$ cat src/rtl/reg_file_sequencer.sv
// Instruction sequencer driving a reg_file through the READ/EXEC/WRITE phases, with an internal ALU.
// Optional STATUS_FLAGS_EN adds zero_flag/carry_flag outputs updated by arithmetic/logic ops.
module reg_file_sequencer #(
  parameter int DATA_WIDTH = 8,
  parameter int ADDR_WIDTH = 4
) (
  input  logic                      CLK,
  input  logic                      RESET,
  input  logic [4+3*ADDR_WIDTH-1:0] instr,
  input  logic                      instr_valid,
  output logic                      instr_ready,
  input  logic [DATA_WIDTH-1:0]     RD1,
  input  logic [DATA_WIDTH-1:0]     RD2,
  output logic [ADDR_WIDTH-1:0]     RA1,
  output logic [ADDR_WIDTH-1:0]     RA2,
  output logic [ADDR_WIDTH-1:0]     WA,
  output logic [DATA_WIDTH-1:0]     ALUResult,
  output logic                      write_enable,
  output logic                      done,
  output logic                      illegal_op
`ifdef STATUS_FLAGS_EN
  ,
  output logic                      zero_flag,
  output logic                      carry_flag
`endif
);

  localparam int IW = 4 + 3*ADDR_WIDTH;

  typedef enum logic [1:0] {S_IDLE, S_READ, S_EXEC, S_WRITE} state_t;

  state_t                  state_q, state_d;
  logic [3:0]              op_p0;
  logic [ADDR_WIDTH-1:0]   rd_p0;
  logic [DATA_WIDTH-1:0]   imm_p0;
  logic [DATA_WIDTH-1:0]   op_a_p1, op_b_p1;
  logic                    accept;

  function automatic logic [DATA_WIDTH-1:0] alu_f(input logic [3:0] op,
                                                  input logic [DATA_WIDTH-1:0] a,
                                                  input logic [DATA_WIDTH-1:0] b,
                                                  input logic [DATA_WIDTH-1:0] imm);
    case (op)
      4'd1:    return a + b;
      4'd2:    return a - b;
      4'd3:    return a & b;
      4'd4:    return a | b;
      4'd5:    return a ^ b;
      4'd6:    return imm;
      4'd7:    return a;
      4'd8:    return ~a;
      default: return '0;
    endcase
  endfunction

`ifdef STATUS_FLAGS_EN
  function automatic logic alu_carry(input logic [3:0] op,
                                     input logic [DATA_WIDTH-1:0] a,
                                     input logic [DATA_WIDTH-1:0] b);
    logic [DATA_WIDTH:0] sum;
    sum = {1'b0, a} + {1'b0, b};
    case (op)
      4'd1:    return sum[DATA_WIDTH];
      4'd2:    return a < b;
      default: return 1'b0;
    endcase
  endfunction

  function automatic logic flag_op(input logic [3:0] op);
    return (op >= 4'd1 && op <= 4'd5) || op == 4'd7 || op == 4'd8;
  endfunction
`endif

  assign accept = (state_q == S_IDLE) && instr_valid;

  always_ff @(posedge CLK) begin
    if (RESET) state_q <= S_IDLE;
    else       state_q <= state_d;
  end

  always_comb begin
    state_d = state_q;
    case (state_q)
      S_IDLE:  if (instr_valid) state_d = S_READ;
      S_READ:  state_d = S_EXEC;
      S_EXEC:  state_d = S_WRITE;
      S_WRITE: state_d = S_IDLE;
      default: state_d = S_IDLE;
    endcase
  end

  // Strobes decode only from the state and opcode flops so they cannot glitch.
  always_comb begin
    instr_ready  = (state_q == S_IDLE);
    done         = (state_q == S_WRITE);
    write_enable = (state_q == S_WRITE) && (op_p0 >= 4'd1) && (op_p0 <= 4'd8);
    illegal_op   = (state_q == S_WRITE) && (op_p0 >= 4'd9);
  end

  // Accept / READ: latch instruction fields, then capture operands leaving READ
  always_ff @(posedge CLK) begin
    if (accept) begin
      rd_p0  <= instr[3*ADDR_WIDTH-1 -: ADDR_WIDTH];
      imm_p0 <= instr[DATA_WIDTH-1:0];
    end
    if (state_q == S_READ) begin
      op_a_p1 <= RD1;
      op_b_p1 <= RD2;
    end
  end

  // EXEC: result and write address registered for the WRITE cycle
  always_ff @(posedge CLK) begin
    if (RESET) begin
      op_p0      <= '0;
      RA1        <= '0;
      RA2        <= '0;
      WA         <= '0;
      ALUResult  <= '0;
`ifdef STATUS_FLAGS_EN
      zero_flag  <= 1'b0;
      carry_flag <= 1'b0;
`endif
    end else begin
      if (accept) begin
        op_p0 <= instr[IW-1 -: 4];
        RA1   <= instr[2*ADDR_WIDTH-1 -: ADDR_WIDTH];
        RA2   <= instr[ADDR_WIDTH-1:0];
      end
      if (state_q == S_EXEC) begin
        ALUResult <= alu_f(op_p0, op_a_p1, op_b_p1, imm_p0);
        WA        <= rd_p0;
`ifdef STATUS_FLAGS_EN
        if (flag_op(op_p0)) begin
          zero_flag  <= (alu_f(op_p0, op_a_p1, op_b_p1, imm_p0) == '0);
          carry_flag <= alu_carry(op_p0, op_a_p1, op_b_p1);
        end
`endif
      end
    end
  end

endmodule

$ cat config.mk
export PLATFORM = sky130hd
export DESIGN_NAME = reg_file_sequencer
export DESIGN_NICKNAME = d
export VERILOG_FILES = /design/src/rtl/reg_file_sequencer.sv
export SDC_FILE = /design/constraint.sdc
export NUM_CORES = 1
export LEC_CHECK = 0
export CORE_MARGIN = 3
export CORE_UTILIZATION = 35
export DETAILED_ROUTE_END_ITERATION = 10
export GPL_ROUTABILITY_DRIVEN = 0
export GPL_TIMING_DRIVEN = 0
export PLACE_DENSITY = 0.6
export SLEW_MARGIN = 5
export SYNTH_ARGS = -nofsm -noshare
export SYNTH_HDL_FRONTEND = slang
export SYNTH_SLANG_ARGS = --single-unit
$ cat constraint.sdc
create_clock -name CLK -period 2.3 [get_ports CLK]
set_input_delay 0.23 -clock CLK [delete_from_list [all_inputs] [get_ports CLK]]
set_output_delay 0.23 -clock CLK [all_outputs]
set_load 0.05 [all_outputs]
; After elaboration in Yosys (flattened, before gate mapping)
; Cells that the tools add are included.
[word_totals]
ff_bits = 54
word_cells = 39
[classes]
bitwise_logic = 4
muxes = 3
eq_ne = 12
n_lt_le_gt_ge = 3
addsub = 2
n_reduce_logical = 5
[ops]
columns = cell, count
row1 = one-hot mux 8 bit (8 select lines), 1
row2 = "equality test 4 x 3 -> 1 bit, second input constant", 4
row3 = adder 8 bit, 1
row4 = AND 8 bit, 1
row5 = "equality test 4 x 2 -> 1 bit, second input constant", 2
row6 = NOT 8 bit, 1
row7 = bitwise OR 8 bit, 1
row8 = one-hot mux 2 bit (4 select lines), 1
row9 = subtractor 8 bit, 1
row10 = bitwise XOR 8 bit, 1
row11 = "equality test 2 bit, second input constant", 2
row12 = "equality test 4 x 1 -> 1 bit, second input constant", 1
row13 = "equality test 4 bit, second input constant", 1
row14 = "greater-or-equal comparator 4 x 1 -> 1 bit, second input constant", 1
row15 = "greater-or-equal comparator 4 bit, second input constant", 1
row16 = "less-or-equal comparator 4 bit, second input constant", 1
row17 = logical AND 1 bit, 4
row18 = "equality test 2 x 1 -> 1 bit, second input constant", 1
row19 = logical NOT 2 bit, 1
row20 = 2-to-1 mux 2 bit, 1
row21 = "!= test 2 bit, second input constant", 1

; Depth between registers and ports, before layout
; Gate-level depths: netlist (run 1).
[logic_depth]
word_depth = 3
mapped_depth = 10
mapped_depth_nobuf = 10

; Least setup slack after synthesis (run 1)
; No wires, ideal clock.
[synth_path]
path_kind = reg-to-reg
from = register op_p0[2]
to = register ALUResult[3]
path_buffers = 1
setup_time_ps = 117
t_required_ps = 2183
arrival_time_ps = 2352
setup_slack_ps = -169
path_stages_with_launch = 10
path_cell_list = dfxtp_1 buf_6 nor4b_4 mux2i_1 ha_1 nor2b_1 o21a_1 or3_1 a31o_1 a22o_1
[synth_via]
elab_chain_cells = 2
word_cells_on_any_way = 9
[synth_lines]
columns = item, line_no
row1 = start: declaration, 33  ; logic [3:0] op_p0;
row2 = start signal: assignment, 126  ; op_p0 <= instr[IW-1 -: 4];
row3 = equality test 4 bit (tied with other cells), 43  ; case (op)
row4 = one-hot mux 8 bit (8 select lines) (*), 43
row5 = end signal: assignment, 131  ; ALUResult <= alu_f(op_p0, op_a_p1, op_b_p1, imm_p0);
row6 = end: declaration, 17  ; output logic [DATA_WIDTH-1:0] ALUResult,
; Mark *: on every way between the ends. The rest lies on a longest branch, timed or not.
; A chain may end at the register's enable or synchronous reset.

; Final worst setup path (run 1)
[layout_path]
from = register op_p0[0]
to = register ALUResult[3]
; The elaborated chain is that of the path after synthesis.

==> run summary, run 1 <==
Dpl cell area: 3830 sq um
Post-Syn Area per Cell: 10.1 sq um
Final setup viols: 5
Final hold slack: 0.455 ns
M3 GR Usage: 0.0382
PortBufs: 58
Layout area overhead: 32.8%
Min cycle time layout: 2.44 ns
Max Slew Vio Count: 0
CP Capture Type: register
Overflow after GRT: 0
WS Path Type: reg -> reg
Worst-path clk slew: 0.11 ns
Deepest clock path buffer count: 2
Yosys reg bits: 54
Relative slew slack: 0.490
I/O pins: 59
Post-DP HPWL: 5910 um
WP data arrival: 2.66 ns
CTS root buf: clkbuf_8
Number of global-route vias before repair: 2478
Die W: 100 um
Via count: 2523
Critical path, cell by cell: nor4b_4, mux2i_2, ha_1, nor2b_4, o21a_1, or3_1, a31o_1, a22o_1
Yosys top cell area share: 0.270
EDFF count, synth: 28
# DRC: 0
Area contributors post-synth: edfxtp_1 27%, dfxtp_1 17%, ha_1 11%
Core Util, Final: 0.491
Gate power share: 0.545
Setup Skew: 0.0129 ns
Switching share of total power: 0.420
GRT busiest layer: met2
Ys flop type: edfxtp_1
Commonest non-fill, non-tap cell in the layout: clkdlybuf4s50_1
Htree depth: 2
Total power: 4.68 mW
Clock sinks: 54
Post-Route WL: 7850 um
RSZ-0062 raised after global routing: yes
Biggest area consumer among synthesized cells: edfxtp_1
Worst-Skew Late Latency: 0.32 ns
Post-Syn Area: 3120 sq um
Final WS setup: -0.136 ns
Pint: 2.72 mW
Number of nets still failing antenna checks after routing: 0
Outcome: finished, violations left
Max Clk Rate: 0.410 GHz
GR Util met2: 0.242
Sequential-to-total area share from yosys stat: 0.437
Fin crit share: 1.06
Worst ir drop on vdd: 0.657 mV
Design area: 4140 sq um
Lkg Pwr: 1.60 nW
Vias per cell: 5.17
CTS Buf Count: 5
Fin nets: 446
Switch Pwr: 1.97 mW
Antenna violations before repair: 0
Met1 Usage GRT: 0.215
Worst Hold Class: in -> reg
First-pass GRT wire length: 12300 um
Final cell count without fillers: 488
Max incr delay on CP: 0.37 ns
Cts hold-fix bufs: 0
Row cnt: 33
Cells after synthesis: 308
Initial core utilization: 0.370
Distinct cells, synth: 63
Max_cap viols: 0
CTS tree: done
Share of cells above drive strength 1: 0.154
Most frequent cells in the layout: 56 x clkdlybuf4s50_1, 33 x nand2_1, 28 x edfxtp_1, 27 x ha_1, 26 x inv_1
Core Region: 8420 sq um
Power density over the cells: 1130 nW/um^2
Critical Path Slowest Stage Cell: dfxtp_4
First-pass DRT Iterations: 4
Die H: 100 um
Drt first-iter violations: 199
Endpoints failing hold: 0
Clk pwr share: 0.140
Wirelength per Cell: 16.1 um
Largest net degree at the start of global routing: 22
Cell count after placement: 471
GRT Total Usage: 0.155
CP Max Fanout: 4
Fraction of registers with async set/reset: 0
Worst slew pin tran: 0.763 ns
Failing checks: negative setup slack
# diodes: 0
Seq pwr share: 0.314
Ys Warns: 0
Data required time of the worst path: 2.53 ns
Die area: 10100 sq um
Syn Nets: 372
CP Launch Type: register
-- logic make-up after synthesis --
group,count (synthesis),synth area share
AO/OA/AOI/OAI,78,0.166
XOR/XNOR,13,0.0365
adder cells (fa/ha/maj),29,0.119
buffers and inverters,40,0.0586
flip-flops,54,0.437
multiplexers,13,0.0446
AND/OR/NAND/NOR,81,0.139
-- area by class of cell --
| type | count | area [sq um] |
|---|---|---|
| clock inverters | 2 | 38.8 |
| fillers | 834 | 4280 |
| inverters | 26 | 97.6 |
| clock buffers | 6 | 72.6 |
| multi-input cells | 214 | 1700 |
| plain buffers | 12 | 70.1 |
| well taps | 105 | 131 |
| flip-flops and latches | 54 | 1370 |
| repair buffers | 69 | 661 |
-- final timing paths --
kind / cells past startpoint / start / end / slack, ns
max reg2reg: 8 / op_p0[0] / ALUResult[3] / -0.14
min reg2reg: 2 / ALUResult[2] / ALUResult[2] / 0.46
max: 8 / op_p0[0] / ALUResult[3] / -0.14
min: 1 / RD1[2] / op_a_p1[2] / 0.45
-- flip-flops by register name, summed over array words and instances, names as in the netlist --
name	count
rd_p0	4
state_q	2
WA	4
RA2	4
op_a_p1	8
imm_p0	8
op_p0	4
RA1	4
ALUResult	8
op_b_p1	8
-- power by group through the flow --
stage	registers, mW	logic, mW	clock network [mW]
3_5_place_dp	1.49	2.15	0
5_1_grt	1.50	2.78	0.716
6_report	1.47	2.55	0.658
3_3_place_gp	1.48	2.13	0
4_1_cts	1.47	2.30	0.672
2_1_floorplan	1.61	1.41	0
-- through the flow --
step	setup WS (ns)	TNS, ns
2_1_floorplan	-0.169	-0.169
6_report	-0.136	-0.391
5_1_grt	-0.256	-0.959
4_1_cts	-0.140	-0.389
3_5_place_dp	-0.399	-1.68
3_3_place_gp	-0.396	-1.58
-- cell usage after synthesis, types with 2 or more instances --
cell	number
o21ai_0	7
nand2b_1	2
mux2_2	2
nor4_1	2
nand3_1	3
a32oi_1	2
mux2i_1	9
o22ai_1	4
a211oi_1	3
xor2_1	3
a31oi_1	7
a22oi_1	3
o21ai_1	4
ha_1	28
nand2_1	33
nor4b_1	2
buf_2	5
buf_6	3
nor3_1	6
clkbuf_1	4
nor2b_1	6
a22o_1	4
o21bai_1	2
nor3_2	2
dfxtp_1	26
nor2_1	14
edfxtp_1	28
a21oi_1	25
inv_1	26
xnor2_1	10
-- per-layer routing --
metal	up-vias	routed length, um
li1	1246	-
met1	1180	3540
met2	82	3670
met3	15	500
met4	0	145
met5	-	0
-- worst max-delay path: cells and delay by family, from the launching register on --
family                   cells  cell delay [ns]
multiplexers                 1             0.29
adder cells (fa/ha/maj)      1             0.27
flip-flops                   1             0.37
AND/OR/NAND/NOR              3             0.83
AO/OA/AOI/OAI                3             0.59
-- timing repair --
action | 4_1_cts | 5_1_grt
pin swaps | 10 | 13
gates resized for setup | 13 | 22
hold endpoints to repair | 0 | 0
setup endpoints to repair | 8 | 10
buffers inserted | 8 | 3
Note: power is estimated with default switching activity, not from simulation.
==> inputs of run 2 (changes only) <==
- GPL_TIMING_DRIVEN: 0 -> not set
==> run 2 against run 1 <==
  * The run still ends with negative setup slack left
  * Final area fell by 3.5%
  * Clock-buffer cell count decreased by 1
  * Global-route usage decreased by 0.47 points
  * Critical path depth did not move
  * Via count down 2.0%
  * Cell count fell by 1.4%
  * Register-to-register slack improved by 0.03 ns
  * Fmax grew 1.1%
  * Utilization decreased by 1.7 points
  * Clock skew decreased by 0.0061 ns
  * Setup slack better by 0.027 ns
  * Largest cell class unchanged
  * Hold slack worse by 0.0029 ns
==> run summary, run 2 (synthesized netlist as in run 1, its figures left out) <==
Power density over the cells: 1070 nW/um^2 (-5.5%)
Clock sinks: 54 (unchanged)
CP Capture Type: register
Max_cap viols: 0 (unchanged)
Worst-Skew Late Latency: 0.31 ns (about the same)
Worst slew pin tran: 0.511 ns (-0.252 ns)
Post-DP HPWL: 5710 um (-3.3%)
Post-Route WL: 7440 um (-5.3%)
CP Buf/Inv Count: 0 (unchanged)
CP Max Fanout: 2 (-2)
Critical path, cell by cell: nor4b_4, mux2i_2, ha_1, nor2b_1, o21a_1, or3_1, a31o_1, a22o_1
I/O pins: 59 (unchanged)
Critical Path Slowest Stage Cell: dfxtp_2
Fin crit share: 1.05 (-0.0119)
Data required time of the worst path: 2.51 ns (-0.02 ns)
Lkg Pwr: 1.54 nW (-4.2%)
CTS tree: done
Outcome: finished, violations left
Commonest non-fill, non-tap cell in the layout: clkdlybuf4s50_1
Family with the most delay on the worst path: simple AND/OR/NAND/NOR gates
Failing checks: negative setup slack
Setup Skew: 0.00676 ns (-0.00614 ns)
Worst reg2reg path depth: 8 (unchanged)
WP depth: 8 (unchanged)
Number of nets still failing antenna checks after routing: 0 (unchanged)
Initial core utilization: 0.370 (unchanged)
Max incr delay on CP: 0.35 ns (-0.02 ns)
Overflow after GRT: 0 (unchanged)
First-pass DRT Iterations: 4 (unchanged)
RSZ-0062 raised after global routing: yes
CTS Buf Count: 5 (unchanged)
Number of global-route vias before repair: 2474 (-0.16%)
WS Path Type: reg -> reg
Drt first-iter violations: 120 (-40%)
# diodes: 0 (unchanged)
Endpoints failing hold: 0 (unchanged)
Row cnt: 33 (unchanged)
Share of cells above drive strength 1: 0.112 (-0.0423)
Most frequent cells in the layout: 56 x clkdlybuf4s50_1, 33 x nand2_1, 28 x ha_1, 28 x edfxtp_1, 26 x inv_1
Fin nets: 439 (-1.6%)
CP Launch Type: register
Worst Hold Class: reg -> reg
Htree depth: 2 (unchanged)
Max Clk Rate: 0.415 GHz (+1.1%)
Worst-path clk slew: 0.11 ns (about the same)
GRT Total Usage: 0.151 (-0.00465)
Worst ir drop on vdd: 0.665 mV (+1.3%)
Relative slew slack: 0.658 (+0.168)
Total power: 4.27 mW (-8.9%)
Flop2flop setup slack: -0.11 ns (+0.03 ns)
Deepest clock path buffer count: 2 (unchanged)
Final WS setup: -0.109 ns (+0.0273 ns)
Min cycle time layout: 2.41 ns (-0.0273 ns)
Layout area overhead: 28.1%
First-pass GRT wire length: 12000 um (-1.7%)
Die H: 100 um (unchanged)
CTS root buf: clkbuf_8
# DRC: 0 (unchanged)
Largest net degree at the start of global routing: 31 (+41%)
Die area: 10100 sq um (unchanged)
Final cell count without fillers: 481 (-1.4%)
PortBufs: 58 (unchanged)
Via count: 2472 (-2.0%)
Final setup viols: 5 (unchanged)
Wirelength per Cell: 15.5 um (-3.9%)
Cell count after placement: 472 (+0.21%)
Vias per cell: 5.14 (-0.60%)
Die W: 100 um (unchanged)
Hold Crit Depth: 2 (+1)
WP data arrival: 2.62 ns (-0.04 ns)
Core Region: 8420 sq um (unchanged)
Antenna violations before repair: 0 (unchanged)
Max Slew Vio Count: 0 (unchanged)
## run 2: changes by cell type in the layout (fill, tap and decap cells not counted), sizes merged
cell          before  now
bufinv             1    0
dlymetal6s2s       1    0
inv               26   28
clkbuf            10    5
buf               20   18
## run 2: worst min-delay path, delay by kind of cell, from the launching register on
family / cells / cell delay, ns
AO/OA/AOI/OAI: 1 / 0.05
flip-flops: 1 / 0.32
AND/OR/NAND/NOR: 1 / 0.05
## run 2: final timing paths
kind | to | start
max | ALUResult[3] | op_p0[2]
min | ALUResult[2] | ALUResult[2]
max reg2reg | ALUResult[3] | op_p0[2]
min reg2reg | ALUResult[2] | ALUResult[2]
## run 2: where the power goes
part	switching [mW]	internal, mW
clock network	0.337	0.221
logic	1.31	0.949
registers	0.172	1.28
## run 2: metrics by stage
step | area, sq um | hold WS, ns | setup TNS [ns] | worst slack [ns] | util
floorplan | 3120 | 0.329 | -0.169 | -0.169 | -
global placement | 3880 | 0.443 | -0.0918 | -0.0736 | 0.460
detailed placement | 3880 | 0.443 | -0.248 | -0.109 | 0.460
CTS | 3990 | 0.460 | -0.191 | -0.108 | 0.473
global route | 3990 | 0.446 | -0.962 | -0.237 | 0.474
finish | 3990 | 0.452 | -0.199 | -0.109 | 0.474
## run 2: metal layers
layer	GRT usage	part of all wire	vias up
li1	-	-	1235
met1	0.208	0.46	1146
met2	0.240	0.46	79
met3	0.0354	0.063	12
met4	0.0363	0.012	0
met5	0	0	-
## run 2: area by class of cell
class	count	area, sq um
inverters	26	97.6
repair buffers	74	721
multi-input cells	214	1590
fillers	825	4430
well taps	105	131
clock buffers	5	68.8
flip-flops and latches	54	1360
clock inverters	3	22.5
## run 2: timing repair
action,CTS,global route
pin swaps,2,0
hold buffers,0,0
gates resized for setup,3,2
setup buffers,1,0
endpoints found under the setup margin,5,7
